File: config.mk
export PLATFORM = sky130hd
export DESIGN_NAME = rp_8bit_io_timer_flat
export DESIGN_NICKNAME = d
export VERILOG_FILES = /design/src/rtl/rp_8bit_io_timer_pkg.sv /design/src/rtl/rp_8bit_io_timer_if.sv /design/src/rtl/rp_8bit_io_timer_prescaler.sv /design/src/rtl/rp_8bit_io_timer.sv /design/src/flat_wrapper.sv
export SDC_FILE = /design/constraint.sdc
export NUM_CORES = 1
export LEC_CHECK = 0
export BUFFER_PORTS_ARGS = -buffer_cell sky130_fd_sc_hd__buf_2
export CORE_MARGIN = 3
export CORE_UTILIZATION = 43
export CTS_BUF_LIST = sky130_fd_sc_hd__clkbuf_4
export DETAILED_ROUTE_END_ITERATION = 6
export PLACE_DENSITY_LB_ADDON = 0.08
export RECOVER_POWER = 100
export SLEW_MARGIN = 25
export SYNTH_ARGS = -nofsm -noshare
export SYNTH_HDL_FRONTEND = slang
export SYNTH_SLANG_ARGS = --single-unit
File: constraint.sdc
create_clock -name clk -period 3.1 [get_ports clk]
set_clock_uncertainty 0.1 [all_clocks]
set_input_delay 0.465 -clock clk [delete_from_list [all_inputs] [get_ports clk]]
set_output_delay 0.465 -clock clk [all_outputs]
set_load 0.1 [all_outputs]
File: src/rtl/rp_8bit_io_timer_pkg.sv
// rp_8bit_io_pkg: shared definitions for the rp_8bit I/O timer.
//   - register offsets inside the 8-address window
//   - clock-select (CS) encoding
//   - TCR / TIFR / TIMSK bit indices
//   - prescaler helpers: running check and divisor-1 lookup
package rp_8bit_io_pkg;

  localparam logic [2:0] OFF_TCR   = 3'd0;
  localparam logic [2:0] OFF_TCNT  = 3'd1;
  localparam logic [2:0] OFF_OCR   = 3'd2;
  localparam logic [2:0] OFF_TIFR  = 3'd3;
  localparam logic [2:0] OFF_TIMSK = 3'd4;

  typedef enum logic [2:0] {
    CS_STOP    = 3'd0,
    CS_DIV1    = 3'd1,
    CS_DIV8    = 3'd2,
    CS_DIV64   = 3'd3,
    CS_DIV256  = 3'd4,
    CS_DIV1024 = 3'd5,
    CS_RSV6    = 3'd6,
    CS_RSV7    = 3'd7
  } cs_e;

  localparam int TCR_CS_LSB = 0;
  localparam int TCR_CTC    = 3;
  localparam int TIFR_TOV   = 0;
  localparam int TIFR_OCF   = 1;
  localparam int TIMSK_TOIE = 0;
  localparam int TIMSK_OCIE = 1;

  // Codes 0, 6 and 7 all mean "stopped".
  function automatic logic cs_running(cs_e cs);
    case (cs)
      CS_DIV1, CS_DIV8, CS_DIV64, CS_DIV256, CS_DIV1024: return 1'b1;
      default:                                           return 1'b0;
    endcase
  endfunction

  // Terminal count of the prescaler (divisor - 1).
  function automatic logic [9:0] cs_div_m1(cs_e cs);
    case (cs)
      CS_DIV8:    return 10'd7;
      CS_DIV64:   return 10'd63;
      CS_DIV256:  return 10'd255;
      CS_DIV1024: return 10'd1023;
      default:    return 10'd0;
    endcase
  endfunction

endpackage

File: src/rtl/rp_8bit_io_timer_if.sv
// rp_8bit_io_timer_if: rp_8bit I/O peripheral bus.
//   io_wen/io_ren  write / read strobes (initiator -> responder)
//   io_adr[5:0]    I/O address
//   io_wdt[7:0]    write data, io_msk[7:0] per-bit write mask
//   io_rdt[7:0]    registered read data (responder -> initiator)
// master = core (initiator), slave = peripheral (responder).
interface rp_8bit_io_timer_if;
  logic       io_wen;
  logic       io_ren;
  logic [5:0] io_adr;
  logic [7:0] io_wdt;
  logic [7:0] io_msk;
  logic [7:0] io_rdt;

  modport master (output io_wen, io_ren, io_adr, io_wdt, io_msk, input  io_rdt);
  modport slave  (input  io_wen, io_ren, io_adr, io_wdt, io_msk, output io_rdt);
endinterface

File: src/rtl/rp_8bit_io_timer_prescaler.sv
// rp_8bit_io_prescaler: 10-bit divider producing a one-cycle tick.
//   clk, rst  clock, async active-low reset
//   cs        clock-select code (stopped codes hold the divider at 0)
//   clear     restart the divider from 0 next cycle
//   tick      combinational, high in the cycle the count sits at divisor-1
module rp_8bit_io_prescaler
  import rp_8bit_io_pkg::*;
(
  input  logic clk,
  input  logic rst,
  input  cs_e  cs,
  input  logic clear,
  output logic tick
);

  logic [9:0] cnt_q, cnt_d;
  logic       run;

  always_comb begin
    run   = cs_running(cs);
    tick  = run && (cnt_q == cs_div_m1(cs));
    cnt_d = cnt_q + 10'd1;
    if (clear || !run || tick) cnt_d = '0;
  end

  always_ff @(posedge clk or negedge rst) begin
    if (!rst) cnt_q <= '0;
    else      cnt_q <= cnt_d;
  end

endmodule

File: src/rtl/rp_8bit_io_timer.sv
// rp_8bit_io_timer: 8-bit timer/counter on the rp_8bit I/O bus.
//   clk, rst        clock, async active-low reset
//   io (slave)      bus responder, window BAS..BAS+7
//   irq_req[1:0]    [0] overflow, [1] compare match (TIFR & TIMSK)
//   irq_ack[1:0]    one-cycle acknowledge, clears the matching flag
//   pwm             only with RP_8BIT_IO_TIMER_PWM_EN: registered TCNT < OCR
// Map: +0 TCR {CTC,CS[2:0]}, +1 TCNT, +2 OCR, +3 TIFR {OCF,TOV} (W1C),
//      +4 TIMSK {OCIE,TOIE}, +5..+7 read 0 / write ignored.
module rp_8bit_io_timer
  import rp_8bit_io_pkg::*;
#(
  parameter logic [5:0] BAS = 6'h20,
  parameter int         IRB = 0
)(
  input  logic                clk,
  input  logic                rst,
  rp_8bit_io_timer_if.slave   io,
  output logic [1:0]          irq_req,
  input  logic [1:0]          irq_ack
`ifdef RP_8BIT_IO_TIMER_PWM_EN
  ,output logic               pwm
`endif
);

  // IRB only matters for wiring at the top level.
  logic unused_irb;
  assign unused_irb = (IRB != 0);

  logic [3:0] tcr_q, tcr_d;
  logic [7:0] tcnt_q, tcnt_d;
  logic [7:0] ocr_q, ocr_d;
  logic [1:0] tifr_q, tifr_d;
  logic [1:0] timsk_q, timsk_d;
  logic [7:0] rdt_q, rdt_d;

  logic       in_win, wr_tcr, wr_tcnt, wr_ocr, wr_tifr, wr_timsk;
  logic [2:0] off;
  logic [3:0] tcr_new;
  logic       cmp, ovf, presc_clr, tick;
  logic [1:0] flag_set, flag_clr;
  cs_e        cs_q;

  assign cs_q    = cs_e'(tcr_q[TCR_CS_LSB +: 3]);
  assign irq_req = tifr_q & timsk_q;

  rp_8bit_io_prescaler u_presc (
    .clk   (clk),
    .rst   (rst),
    .cs    (cs_q),
    .clear (presc_clr),
    .tick  (tick)
  );

  always_comb begin
    in_win   = (io.io_adr[5:3] == BAS[5:3]);
    off      = io.io_adr[2:0];
    wr_tcr   = io.io_wen && in_win && (off == OFF_TCR);
    wr_tcnt  = io.io_wen && in_win && (off == OFF_TCNT);
    wr_ocr   = io.io_wen && in_win && (off == OFF_OCR);
    wr_tifr  = io.io_wen && in_win && (off == OFF_TIFR);
    wr_timsk = io.io_wen && in_win && (off == OFF_TIMSK);

    tcr_new = (io.io_wdt[3:0] & io.io_msk[3:0]) | (tcr_q & ~io.io_msk[3:0]);
    tcr_d   = wr_tcr ? tcr_new : tcr_q;
    // Restart the divider while stopped and whenever CS actually changes.
    presc_clr = !cs_running(cs_q) || (wr_tcr && (tcr_new[2:0] != tcr_q[2:0]));

    // Compare against the current OCR, so a same-cycle OCR write is not seen.
    cmp = (tcnt_q == ocr_q);
    ovf = (tcnt_q == 8'hFF);

    tcnt_d = tcnt_q;
    if (wr_tcnt)
      tcnt_d = (io.io_wdt & io.io_msk) | (tcnt_q & ~io.io_msk);
    else if (tick)
      tcnt_d = (tcr_q[TCR_CTC] && cmp) ? 8'h00 : tcnt_q + 8'd1;

    ocr_d = wr_ocr ? ((io.io_wdt & io.io_msk) | (ocr_q & ~io.io_msk)) : ocr_q;

    // A CPU write to TCNT swallows the coincident tick, flags included.
    flag_set = '0;
    if (tick && !wr_tcnt) begin
      flag_set[TIFR_TOV] = ovf;
      flag_set[TIFR_OCF] = cmp;
    end
    flag_clr = (irq_ack & irq_req);
    if (wr_tifr) flag_clr = flag_clr | (io.io_wdt[1:0] & io.io_msk[1:0]);
    // Set after clear: a new event is never lost to a clear or ack.
    tifr_d = (tifr_q & ~flag_clr) | flag_set;

    timsk_d = wr_timsk ? ((io.io_wdt[1:0] & io.io_msk[1:0]) | (timsk_q & ~io.io_msk[1:0]))
                       : timsk_q;

    // Out-of-window reads return 0 so responders can be OR-combined.
    rdt_d = rdt_q;
    if (io.io_ren) begin
      rdt_d = 8'h00;
      if (in_win) begin
        case (off)
          OFF_TCR:   rdt_d = {4'h0, tcr_q};
          OFF_TCNT:  rdt_d = tcnt_q;
          OFF_OCR:   rdt_d = ocr_q;
          OFF_TIFR:  rdt_d = {6'h00, tifr_q};
          OFF_TIMSK: rdt_d = {6'h00, timsk_q};
          default:   rdt_d = 8'h00;
        endcase
      end
    end
  end

  always_ff @(posedge clk or negedge rst) begin
    if (!rst) begin
      tcr_q   <= '0;
      tcnt_q  <= '0;
      ocr_q   <= '0;
      tifr_q  <= '0;
      timsk_q <= '0;
      rdt_q   <= '0;
    end else begin
      tcr_q   <= tcr_d;
      tcnt_q  <= tcnt_d;
      ocr_q   <= ocr_d;
      tifr_q  <= tifr_d;
      timsk_q <= timsk_d;
      rdt_q   <= rdt_d;
    end
  end

  assign io.io_rdt = rdt_q;

`ifdef RP_8BIT_IO_TIMER_PWM_EN
  logic pwm_q, pwm_d;

  always_comb pwm_d = cs_running(cs_q) && (tcnt_q < ocr_q);

  always_ff @(posedge clk or negedge rst) begin
    if (!rst) pwm_q <= 1'b0;
    else      pwm_q <= pwm_d;
  end

  assign pwm = pwm_q;
`endif

endmodule

File: src/flat_wrapper.sv
// flat-port wrapper written by rule: the top's interface ports become plain ports
module rp_8bit_io_timer_flat import rp_8bit_io_pkg::*;
#(
  parameter logic [5:0] BAS = 6'h20,
  parameter int         IRB = 0
)
  (clk, rst, irq_req, irq_ack, io_io_wen, io_io_ren, io_io_adr, io_io_wdt, io_io_msk, io_io_rdt);
  rp_8bit_io_timer_if io_i ();
  input  logic clk;
  input  logic rst;
  output logic [1:0] irq_req;
  input  logic [1:0] irq_ack;
  input wire logic [$bits(io_i.io_wen)-1:0] io_io_wen;
  input wire logic [$bits(io_i.io_ren)-1:0] io_io_ren;
  input wire logic [$bits(io_i.io_adr)-1:0] io_io_adr;
  input wire logic [$bits(io_i.io_wdt)-1:0] io_io_wdt;
  input wire logic [$bits(io_i.io_msk)-1:0] io_io_msk;
  output wire logic [$bits(io_i.io_rdt)-1:0] io_io_rdt;
  assign io_i.io_wen = io_io_wen;
  assign io_i.io_ren = io_io_ren;
  assign io_i.io_adr = io_io_adr;
  assign io_i.io_wdt = io_io_wdt;
  assign io_i.io_msk = io_io_msk;
  assign io_io_rdt = io_i.io_rdt;
  rp_8bit_io_timer #(.BAS(BAS), .IRB(IRB)) u_core (.clk(clk), .rst(rst), .io(io_i), .irq_req(irq_req), .irq_ack(irq_ack));
endmodule
==> impl_results.md <==
* Outcome: completed
* CTS clk-pin slew, worst paths at 130 ps
* Antenna Violating Nets Remaining at 0
* Ys flop type: dfrtp_1
* Port bufs at 37
* Starting Density at 0.452
* Maximum vdd ir drop at 226 µV
* Placeable Area at 5570 µm²
* Final Critical Period at 2550 ps
* Multiplexer share of the synthesized area at 0.0880
* Critical path cell sequence: nor3b_1 > nor2_1 > mux2i_1 > or4_1 > or4b_1 > nand4_1
* Syn nets at 298
* Fin. Hold Viols at 0
* Vias/cell at 5.48
* Fin nets at 334
* Synth Area in Compound Gates at 0.128
* Synthesis Warnings at 0
* EDFF count, synth at 0
* Yosys cell types at 44
* Crit end category: flop
* Max Cap Violations at 0
* CP Class: reg2reg
* Setup violations, final at 0
* Clock Power Share at 0.208
* Worst-case clock buffer depth at 2
* Synth Instances at 268
* Layout area overhead at 10.3%
* Die W at 82.5 µm
* Pre-CTS setup slack at 644 ps
* TritonCTS buffer count at 5
* Largest family of logic cells by synthesized area: simple AND/OR/NAND/NOR gates
* Commonest non-fill, non-tap cell in the layout: dfrtp_1
* Initial antenna violation count at 0
* Worst Setup Start Kind: flop
* GPL Wtd Cong at 0.824
* TritonCTS clock tree: done
* Post-route DRC at 0
* #FFs+latches synth at 42
* Post-Synth XOR/XNOR Area at 0.0661
* Wire length of the first global-routing pass at 9.90 mm
* Asr flop ratio synth at 1.00
* Share of layout cells above drive strength 1 at 0.184
* Fillers at 560
* DR iter-0 viols at 71
* Final period util at 0.823
* Mean Syn Cell Area at 9.39 µm²
* WL per Instance at 15.8 µm
* Slew headroom at 0.226
* N_diodes at 0
* Sink Count at 42
* Vias in the first global route at 1942
* Unrepaired setup endpoints after global routing: no
* Worst hold slack at 253 ps
* Dpl hpwl at 4.37 mm
* Switching Share at 0.343
* Seq/Total Area, Yosys at 0.417
* Crit-path max FO at 14
* Clock root buffer: clkbuf_4
* Final worst slack at 549 ps
* GRT overflow at 0
* Final Max Tran Viols at 0
* Tot GR Track Use at 0.196
* Worst Hold Class: in2reg
* Post-Synth Adder-Cell Area at 0.00994
* Clk Latency, worst-skew pair at 350 ps
* CP required at 3290 ps
* H-tree levels at 2
* Vias at 2067
* Syn Std Cell Area at 2520 µm²
* Ports at 38
* Seq pwr share at 0.530
* Max incr delay on CP at 770 ps
* Least-Margin Pin Slew at 1170 ps
* Simple-gate share of the synthesized area at 0.250
* CP arrival at 2740 ps
* Post-Route Utilization at 0.498
* Area of the multi-input gates at 1340 µm²
* Leak pwr at 0.00121 µW
* FP Rows at 27
* DRT Pass-1 Iters at 4
* Slowest CP cell: or4_1
* Max Clk Rate at 0.392 GHz
* Most frequent cells in the layout: dfrtp_1, nand2_1, nand3_1
* DRT Wirelength at 5.97 mm
* Die H at 82.5 µm
* FF+latch area at 1050 µm²
* Die Area at 6810 µm²
* Pwr dens at 467 nW/µm²
* Int Pwr at 852 µW
* Combinational Power Share at 0.261
* Largest net degree at the start of global routing at 43
* Setup TNS at 0 ps
* Psw at 445 µW
==> final timing paths <==
path	from	end	slack, ps	cells after the start
min reg2reg	u_core.io.io_rdt[2]$_DFFE_PN0P_	u_core.io.io_rdt[2]$_DFFE_PN0P_	440	2
max	u_core.tcr_q[1]$_DFFE_PN0P_	flop	550	6
max reg2reg	u_core.tcr_q[1]$_DFFE_PN0P_	flop	550	6
max in group asynchronous	rst	asynchronous set/reset pin	1510	2
min	io_io_wdt[7]	flop	250	2
min in group asynchronous	rst	u_core.io.io_rdt[1]$_DFFE_PN0P_	720	2
==> through the flow <==
step / cell area (µm²) / total power, µW / std cells
2_1_floorplan: 2520 / 943 / 268
3_3_place_gp: 2760 / 1050 / 368
3_5_place_dp: 2760 / 1050 / 368
4_1_cts: 2810 / 1330 / 376
5_1_grt: 2780 / 1400 / 377
6_report: 2780 / 1300 / 377
==> power groups by stage <==
| stage | combinational [µW] | sequential (µW) | clock (µW) |
|---|---|---|---|
| floorplan | 273 | 669 | 0 |
| CTS | 357 | 688 | 285 |
| global route | 387 | 700 | 309 |
| finish | 339 | 688 | 270 |
| detailed placement | 354 | 700 | 0 |
| global placement | 352 | 700 | 0 |
==> final cells by class <==
type / instances / area share
Sequential cell: 42 / 0.379
Multi-Input combinational cell: 204 / 0.484
Inverter: 9 / 0.0122
Timing Repair Buffer: 42 / 0.0735
Tap cell: 72 / 0.0324
Clock buffer: 6 / 0.0162
Clock inverter: 2 / 0.00315
==> what timing repair did <==
item | 4_1_cts | 5_1_grt
hold buffers | 0 | 1
setup buffers | 0 | 0
resized for setup | 0 | 0
endpoints found under the hold margin | 0 | 13
==> worst max-delay path, delay by kind of cell (launching register included) <==
family | cells | cell delay, ps
AND/OR/NAND/NOR | 5 | 1720
multiplexers | 1 | 130
flip-flops | 1 | 540
==> per-layer routing <==
| metal | track usage | vias up | wire [µm] |
|---|---|---|---|
| met4 | 0.0637 | 0 | 85 |
| met3 | 0.0325 | 7 | 281 |
| met1 | 0.280 | 977 | 2960 |
| li1 | - | 1037 | - |
| met5 | 0 | - | 0 |
| met2 | 0.300 | 46 | 2650 |
==> cells by family after synthesis <==
family / count (synthesis)
muxes: 20
xor gates and xnor gates: 19
DFF: 42
buffers and inverters: 22
AOI/OAI and AO/OA: 42
and+or+nand+nor: 121
adders and majority gates: 2
==> Yosys cell counts, types with 2 or more instances <==
library cell  instances  area share
dfrtp_1              42        0.42
nand2_1              30       0.045
nand3_1              26       0.052
nor2_1               25       0.037
mux2_2               17       0.076
xor2_1               16       0.056
inv_1                 9       0.013
a22oi_1               8       0.024
o22ai_1               8       0.020
clkbuf_1              7       0.010
nand4_1               7       0.017
nor2b_1               6       0.015
and3_1                5       0.012
o21ai_0               4      0.0080
a21boi_0              3      0.0089
a21oi_1               3      0.0060
a32oi_1               3       0.010
mux2i_1               3       0.012
nand4bb_1             3       0.013
nor4_1                3      0.0075
o211ai_1              3      0.0089
xnor2_1               3       0.010
and2_1                2      0.0050
buf_1                 2      0.0030
buf_2                 2      0.0040
buf_6                 2      0.0089
ha_1                  2      0.0099
nand2b_1              2      0.0050
nand3b_1              2      0.0060
nor3_1                2      0.0040
o22a_1                2      0.0070
o311ai_2              2       0.013
or2_2                 2      0.0050
or4_4                 2      0.0089
(Power assumes the default switching activity.)
